## src/rtl/bp_fe_fetch_queue.sv

```systemverilog
// Fetch queue behind the two-cycle FE memory stage: pairs responses with their
// PCs, buffers good/faulting fetches for the backend and turns misses into replays.
module bp_fe_fetch_queue #(
  parameter int vaddr_width_p = 39,
  parameter int instr_width_p = 32,
  parameter int els_p         = 4
) (
  input  logic                         clk_i,
  input  logic                         reset_n_i,
  input  logic                         flush_i,
  input  logic                         issue_v_i,
  input  logic [vaddr_width_p-1:0]     issue_pc_i,
  output logic                         issue_ready_o,
  input  logic                         poison_i,
  input  logic                         resp_v_i,
  input  logic [instr_width_p-1:0]     resp_instr_i,
  input  logic                         resp_icache_miss_i,
  input  logic                         resp_itlb_miss_i,
  input  logic                         resp_page_fault_i,
  input  logic                         resp_access_fault_i,
  output logic                         fetch_v_o,
  output logic [vaddr_width_p-1:0]     fetch_pc_o,
  output logic [instr_width_p-1:0]     fetch_instr_o,
  output logic [1:0]                   fetch_exc_o,
  input  logic                         fetch_yumi_i,
  output logic                         replay_v_o,
  output logic [vaddr_width_p-1:0]     replay_pc_o,
  output logic                         replay_itlb_o,
  input  logic                         replay_yumi_i,
  output logic [$clog2(els_p+1)-1:0]   count_o
);

  localparam int ptr_w = $clog2(els_p);
  localparam int cnt_w = $clog2(els_p + 1);

  typedef enum logic {ST_RUN, ST_REPLAY} state_e;

  state_e                     r_state;
  state_e                     w_state_next;
  logic                       r_v1;
  logic                       r_v2;
  logic [vaddr_width_p-1:0]   r_pc1;
  logic [vaddr_width_p-1:0]   r_pc2;
  logic [ptr_w-1:0]           r_wptr;
  logic [ptr_w-1:0]           r_rptr;
  logic [cnt_w-1:0]           r_count;
  logic [vaddr_width_p-1:0]   r_replay_pc;
  logic                       r_replay_itlb;
  logic [vaddr_width_p-1:0]   r_mem_pc    [els_p];
  logic [instr_width_p-1:0]   r_mem_instr [els_p];
  logic [1:0]                 r_mem_exc   [els_p];

  logic                       w_resp_take;
  logic                       w_fault;
  logic                       w_miss;
  logic                       w_enq;
  logic                       w_deq;
  logic                       w_replay_start;
  logic                       w_empty;
  logic                       w_full;
  logic [1:0]                 w_exc;
  logic [cnt_w:0]             w_credit_used;

  // NOTE: state registers use non-blocking assignments so every flop samples
  // the pre-edge values regardless of block ordering.
  always_ff @(posedge clk_i or negedge reset_n_i) begin
    if (!reset_n_i) begin
      r_v1  <= 1'b0;
      r_v2  <= 1'b0;
      r_pc1 <= '0;
      r_pc2 <= '0;
    end else begin
      r_v1  <= issue_v_i & ~flush_i;
      r_pc1 <= issue_pc_i;
      r_v2  <= r_v1 & ~poison_i & ~flush_i;
      r_pc2 <= r_pc1;
    end
  end

  assign w_resp_take    = resp_v_i & r_v2 & ~flush_i & (r_state == ST_RUN);
  assign w_fault        = resp_page_fault_i | resp_access_fault_i;
  assign w_miss         = (resp_itlb_miss_i | resp_icache_miss_i) & ~w_fault;
  assign w_enq          = w_resp_take & ~w_miss;
  assign w_replay_start = w_resp_take & w_miss;
  assign w_exc          = resp_page_fault_i   ? 2'b10 :
                          resp_access_fault_i ? 2'b01 : 2'b00;

  assign w_empty = (r_count == '0);
  assign w_full  = (r_count == cnt_w'(els_p));
  assign w_deq   = fetch_yumi_i & ~w_empty & ~flush_i;

  always_ff @(posedge clk_i or negedge reset_n_i) begin
    if (!reset_n_i) begin
      r_wptr  <= '0;
      r_rptr  <= '0;
      r_count <= '0;
    end else if (flush_i) begin
      r_wptr  <= '0;
      r_rptr  <= '0;
      r_count <= '0;
    end else begin
      if (w_enq) r_wptr <= r_wptr + 1'b1;
      if (w_deq) r_rptr <= r_rptr + 1'b1;
      r_count <= r_count + cnt_w'(w_enq) - cnt_w'(w_deq);
    end
  end

  // NOTE: the storage array is deliberately not reset; occupancy is tracked
  // entirely by the pointers and count, so stale contents are never visible.
  always_ff @(posedge clk_i) begin
    if (w_enq) begin
      r_mem_pc[r_wptr]    <= r_pc2;
      r_mem_instr[r_wptr] <= resp_instr_i;
      r_mem_exc[r_wptr]   <= w_exc;
    end
  end

  always_ff @(posedge clk_i or negedge reset_n_i) begin
    if (!reset_n_i) begin
      r_replay_pc   <= '0;
      r_replay_itlb <= 1'b0;
    end else if (w_replay_start) begin
      r_replay_pc   <= r_pc2;
      r_replay_itlb <= resp_itlb_miss_i;
    end
  end

  always_ff @(posedge clk_i or negedge reset_n_i) begin
    if (!reset_n_i) r_state <= ST_RUN;
    else            r_state <= w_state_next;
  end

  // NOTE: next state is given a default before any branch so no path leaves
  // it unassigned, which would otherwise infer a latch.
  always_comb begin
    w_state_next = r_state;
    case (r_state)
      ST_RUN:    if (w_replay_start) w_state_next = ST_REPLAY;
      ST_REPLAY: if (replay_yumi_i)  w_state_next = ST_RUN;
      default:                       w_state_next = ST_RUN;
    endcase
    if (flush_i) w_state_next = ST_RUN;
  end

  // Everything in flight has a slot reserved, so a response can never overflow.
  assign w_credit_used = {1'b0, r_count} + (cnt_w+1)'(r_v1) + (cnt_w+1)'(r_v2);
  assign issue_ready_o = reset_n_i & (r_state == ST_RUN) & ~flush_i
                       & (w_credit_used < (cnt_w+1)'(els_p));

  assign fetch_v_o     = ~w_empty;
  assign fetch_pc_o    = w_empty ? '0    : r_mem_pc[r_rptr];
  assign fetch_instr_o = w_empty ? '0    : r_mem_instr[r_rptr];
  assign fetch_exc_o   = w_empty ? 2'b00 : r_mem_exc[r_rptr];
  assign count_o       = r_count;

  assign replay_v_o    = (r_state == ST_REPLAY);
  assign replay_pc_o   = replay_v_o ? r_replay_pc : '0;
  assign replay_itlb_o = replay_v_o & r_replay_itlb;

  a_resp_has_fetch: assert property (@(posedge clk_i) disable iff (!reset_n_i)
    !(resp_v_i && !r_v2));
  a_no_overflow: assert property (@(posedge clk_i) disable iff (!reset_n_i)
    !(w_enq && w_full && !w_deq));

endmodule
```

## config.mk

```make
export PLATFORM = sky130hd
export DESIGN_NAME = bp_fe_fetch_queue
export DESIGN_NICKNAME = d
export VERILOG_FILES = /design/src/rtl/bp_fe_fetch_queue.sv
export SDC_FILE = /design/constraint.sdc
export NUM_CORES = 1
export LEC_CHECK = 0
export CAP_MARGIN = 20
export CORE_ASPECT_RATIO = 0.75
export CORE_UTILIZATION = 57
export CTS_CLUSTER_SIZE = 10
export DETAILED_ROUTE_END_ITERATION = 7
export PLACE_DENSITY = 0.88
export SLEW_MARGIN = 20
export SYNTH_ARGS = -nofsm -noshare
export SYNTH_HDL_FRONTEND = slang
export SYNTH_SLANG_ARGS = --single-unit
```

## constraint.sdc

```tcl
create_clock -name clk_i -period 6.9 [get_ports clk_i]
set_input_delay 1.38 -clock clk_i [delete_from_list [all_inputs] [get_ports clk_i]]
set_output_delay 1.38 -clock clk_i [all_outputs]
set_load 0.02 [all_outputs]
```

After elaboration in Yosys (flattened, before gate mapping)
Memory sizes are Yosys's and may differ from the RTL's.
Index checks and enable logic that the tools add are counted.
{"block": "word_totals", "register_bits": 128, "word_cells": 63, "ramBits": 292, "out_inout_bits": 119, "n_memories": 3}
{"block": "classes", "bitwise": 23, "n_reduce_logical": 3, "add_sub_neg": 6, "order_cmp": 1, "muxes": 17}
{"name": "r_mem_pc", "depth": 4, "word_bits": 39, "read_ports": 1, "rd_clocked_by_memory_dff": 0, "write_ports": 1, "line_no": "49", "source": "logic [vaddr_width_p-1:0] r_mem_pc [els_p];"}
{"name": "r_mem_instr", "depth": 4, "word_bits": 32, "read_ports": 1, "rd_clocked_by_memory_dff": 0, "write_ports": 1, "line_no": "50", "source": "logic [instr_width_p-1:0] r_mem_instr [els_p];"}
{"name": "r_mem_exc", "depth": 4, "word_bits": 2, "read_ports": 1, "rd_clocked_by_memory_dff": 0, "write_ports": 1, "line_no": "51", "source": "logic [1:0] r_mem_exc [els_p];"}
{"cell": "$mux 39", "n": 2}
{"cell": "$mux 32", "n": 1}
{"cell": "$and 1x1->1", "n": 15}
{"cell": "$mux 2", "n": 6}
{"cell": "$mux 1", "n": 6}
{"cell": "$not 1->1", "n": 6}
{"cell": "$add 2x1->2 const B", "n": 2}
{"cell": "$add 3x1->4", "n": 1}
{"cell": "$add 4x1->4", "n": 1}
{"cell": "$lt 4x3->1 const B", "n": 1}
{"cell": "$reduce_bool 2->1", "n": 2}
{"cell": "$add 3x1->3", "n": 1}
{"cell": "$logic_not 3->1", "n": 1}
{"cell": "$mux 3", "n": 1}
{"cell": "$sub 3x1->3", "n": 1}
{"cell": "$or 1x1->1", "n": 2}
{"cell": "$pmux 1 s2", "n": 1}

Logic depth before layout (Yosys ltp)
{"block": "logic_depth", "depth_word": 8, "mapped_depth": 10}

Worst setup path after synthesis
OpenSTA, ideal clock, no wires.
{"block": "synth_timing", "path_kind": "input to register", "startpoint": "input port flush_i", "endpoint": "memory r_mem_exc[0][0] (enable)", "setup_slack_ps": 2886, "cell_stages": 3, "n_path_buf": 0, "required_ps": 6461, "arrival_ps": 3575, "path_cell_list": "and4bb_1 o31a_1 and2_1"}
{"block": "synth_between", "elab_chain_cells": 6}
{"element": "start, declared", "line_no": "10", "source": "input logic flush_i,"}
{"element": "$not 1->1", "line_no": "80", "source": "assign w_resp_take = resp_v_i & r_v2 & ~flush_i & (r_state == ST_RUN);"}
{"element": "$and 1x1->1 (2 in series)", "line_no": "80"}
{"element": "$and 1x1->1", "line_no": "83", "source": "assign w_enq = w_resp_take & ~w_miss;"}
{"element": "$mux 1", "line_no": "111", "source": "if (w_enq) begin"}
{"element": "$mux 1 (implied by the code)", "line_no": "114", "source": "r_mem_exc[r_wptr] <= w_exc;"}
{"element": "end, declared", "line_no": "51"}
No other way between the ends.

Worst setup path after layout
{"block": "layout_timing", "startpoint": "register r_rptr[0]", "endpoint": "output port fetch_pc_o[28]"}
{"block": "layout_between", "elab_chain_cells": 2}
{"element": "start, declared", "line_no": "45", "source": "logic [ptr_w-1:0] r_rptr;"}
{"element": "start signal, assigned", "line_no": "103", "source": "if (w_deq) r_rptr <= r_rptr + 1'b1;"}
{"element": "$mem_v2 4x39"}
{"element": "$mux 39", "line_no": "151", "source": "assign fetch_pc_o = w_empty ? '0 : r_mem_pc[r_rptr];"}
{"element": "end, declared", "line_no": "22", "source": "output logic [vaddr_width_p-1:0] fetch_pc_o,"}
No other way between the ends.

==> results.md <==
* Outcome: completed
* Post-synth cell types at 32
* Arr. time, crit path at 3.28 ns
* Die width at 192 um
* Max Clock Skew at 0.0194 ns
* Clk slew on worst S/H paths at 0.05 ns
* Starting Density at 58.8%
* Post-synth EDFFs at 292
* Tot GR Track Use at 22.9%
* Setup bufs post-CTS at 0
* Async SR Flop Fraction at 30.5%
* Ranking of synthesized cells by area: edfxtp_1 (57%), dfrtp_1 (21%), mux4_2 (11%)
* Row Count at 51
* Final Hold Vio Count at 0
* Setup crit start kind: flop
* Die Y at 145 um
* DR WL/cell at 23.0 um
* R2R depth at 4
* Latest clock arrival within the worst-skew pair at 0.54 ns
* Hold_sp: r_pc1[13]
* Total number of vias at 7521
* Starting DRT DRC Count at 541
* NumNets Final at 1049
* Critical Path RT at 5.52 ns
* Yosys reg bits at 420
* Final wirelength at 30.8 mm
* Setup slack at placement at 2.51 ns
* Core Region at 26300 um2
* Seq/Total Area, Yosys at 77.4%
* Num ports at 202
* Routed vias/inst at 5.60
* Largest net degree at the start of global routing at 75
* Post-synth top area cell: edfxtp_1
* Max-slew headroom at 38.2%
* Number of global-route vias before repair at 8033
* Worst R2R End: r_mem_instr[1][1]
* First-pass detailed-route iteration total at 5
* Worst r2r src: replay_v_o
* Placer Congestion at 0.713
* VDD IR max at 0.227 mV
* Worst R2R Setup Slack at 3.95 ns
* Synth warnings at 0
* Hold buffers post-CTS at 0
* Root buffer cell: clkbuf_16
* Layout cells sized above 1 at 18.3%
* Max_cap viols at 0
* Critical Setup Path Class: flop to output pin
* Clock tree sinks at 420
* Worst-Margin Slew at 0.927 ns
* Die area at 27800 um2
* Total gr overflow at 0
* Syn avg cell area at 21.2 um2
* Post-layout min period at 4.66 ns
* HP Class: flop to flop
* Max-slew violations at 0
* Layout area overhead at 24.1%
* Worst Setup End Kind: output pin
* Max Fclk at 215 MHz
* Met1 global-route usage at 32.6%
* H-Tree Level Count at 2
* Final setup viols at 0
* Antenna violations before repair at 2
* Final TNS setup at 0 ns
* Top-count cell post-synth: edfxtp_1
* Worst-path maximum fanout at 29
* Setup WS post-layout at 2.24 ns
* Synth top area share at 56.7%
* Post-Syn Area at 15500 um2
* Main synth FF type: edfxtp_1
* First-pass GRT wire length at 46.7 mm
* Synth Net Count at 823
* Commonest cells in the synthesized netlist: edfxtp_1 (292), dfrtp_1 (128), and2_1 (117)
* GR Util met3 at 5.46%
* Crit share post-route at 67.5%
* Post-route ant nets at 0
* Clk buf depth at 3
* CTS tree: yes
* Gr busiest metal: met2
* Number of fill cells at 1522
* P_leak at 6.91 nW
* Gate Count Post-Synth at 731
* Dpl cell area at 17800 um2
* Pwr/cell area at 316 nW/um2
* Hold Crit Depth at 0
* Final Hold Slack at 0.345 ns
* Post-CTS Resized at 0
* Hold Path Sink: r_pc2[13]
* Design area at 19200 um2
* Met2 usage at 36.0%
* CTS Buf Count at 47
* RSZ-0062 raised after global routing: false
* # port buffers at 201
* DRC at 0
* DP HPWL at 17.1 mm
logic make-up (layout without fill, tap and decap cells):
| kind of cell | after synthesis | count (layout) | synth area share, % |
|---|---|---|---|
| buffers and inverters | 39 | 304 | 1.21 |
| multiplexers | 115 | 115 | 14.6 |
| AND/OR/NAND/NOR | 138 | 138 | 5.49 |
| flip-flops | 420 | 420 | 77.4 |
| AO/OA/AOI/OAI | 7 | 7 | 0.307 |
| other | 0 | 2 | 0 |
| adder cells (fa/ha/maj) | 9 | 9 | 0.777 |
| XOR/XNOR | 3 | 3 | 0.170 |
registers in the layout, indices dropped and copies added, names as in the netlist:
signal and count:
count_o 3, r_mem_exc 8, r_mem_instr 128, r_mem_pc 156, r_pc1 39, r_pc2 39, r_replay_itlb 1, r_replay_pc 39
r_rptr 2, r_v1 1, r_v2 1, r_wptr 2, replay_v_o 1
final cells by class:
| cell class | count | area [um2] | share of cell area, % |
|---|---|---|---|
| diodes | 2 | 5.00 | 0.0261 |
| clock buffers | 85 | 1320 | 6.87 |
| clock inverters | 3 | 26.3 | 0.137 |
| inverters | 5 | 18.8 | 0.0978 |
| multi-input cells | 272 | 3320 | 17.3 |
| flip-flops and latches | 420 | 12000 | 62.4 |
| well taps | 344 | 430 | 2.24 |
| repair buffers | 211 | 2090 | 10.9 |
critical path: stages, from the launching register on:
cell and delay [ns]:
dfrtp_4 0.82, buf_4 0.54, mux4_2 0.59, and2_1 0.20, clkdlybuf4s50_1 0.56
cell usage in the layout (no fill, tap or decap), types with 2 or more instances in the layout:
cell and count:
a21oi_1 3, and2_1 113, and2_4 4, buf_4 10
clkbuf_1 38, clkbuf_16 47, clkdlybuf4s50_1 200, dfrtp_1 126
dfrtp_4 2, diode_2 2, edfxtp_1 292, ha_1 8
inv_1 4, inv_6 3, mux2_1 2, mux2_4 39
mux4_2 73, nand2_1 2, nor2_1 9, nor2b_1 3
xor2_1 2
metal layers:
metal,up-vias,part of all wire (%)
li1,3255,-
met4,0,1.5
met5,-,0
met3,40,7.7
met2,311,48
met1,3915,43
power by group:
part / switching, mW / internal, mW / total, mW
registers: 0.0772 / 2.75 / 2.83
clock network: 0.918 / 1.28 / 2.20
logic: 0.493 / 0.538 / 1.03
worst max path at each step:
stage	startpoint	end	cells after the start
3_5_place_dp	flush_i	issue_ready_o	5
2_1_floorplan	flush_i	r_mem_exc[0][0]	3
5_1_grt	r_rptr[0]	fetch_pc_o[28]	4
6_report	r_rptr[0]	fetch_pc_o[28]	4
3_3_place_gp	flush_i	issue_ready_o	5
4_1_cts	r_rptr[0]	fetch_pc_o[28]	4
through the flow:
stage	utilization, %	total power, mW	instances
after global placement	67.8	3.90	1252
after CTS	73.0	6.12	1340
after floorplan	-	3.45	731
after global routing	73.0	6.28	1340
after detailed placement	67.8	3.91	1252
final	73.0	6.06	1342
Note: power is estimated with default switching activity, not from simulation.
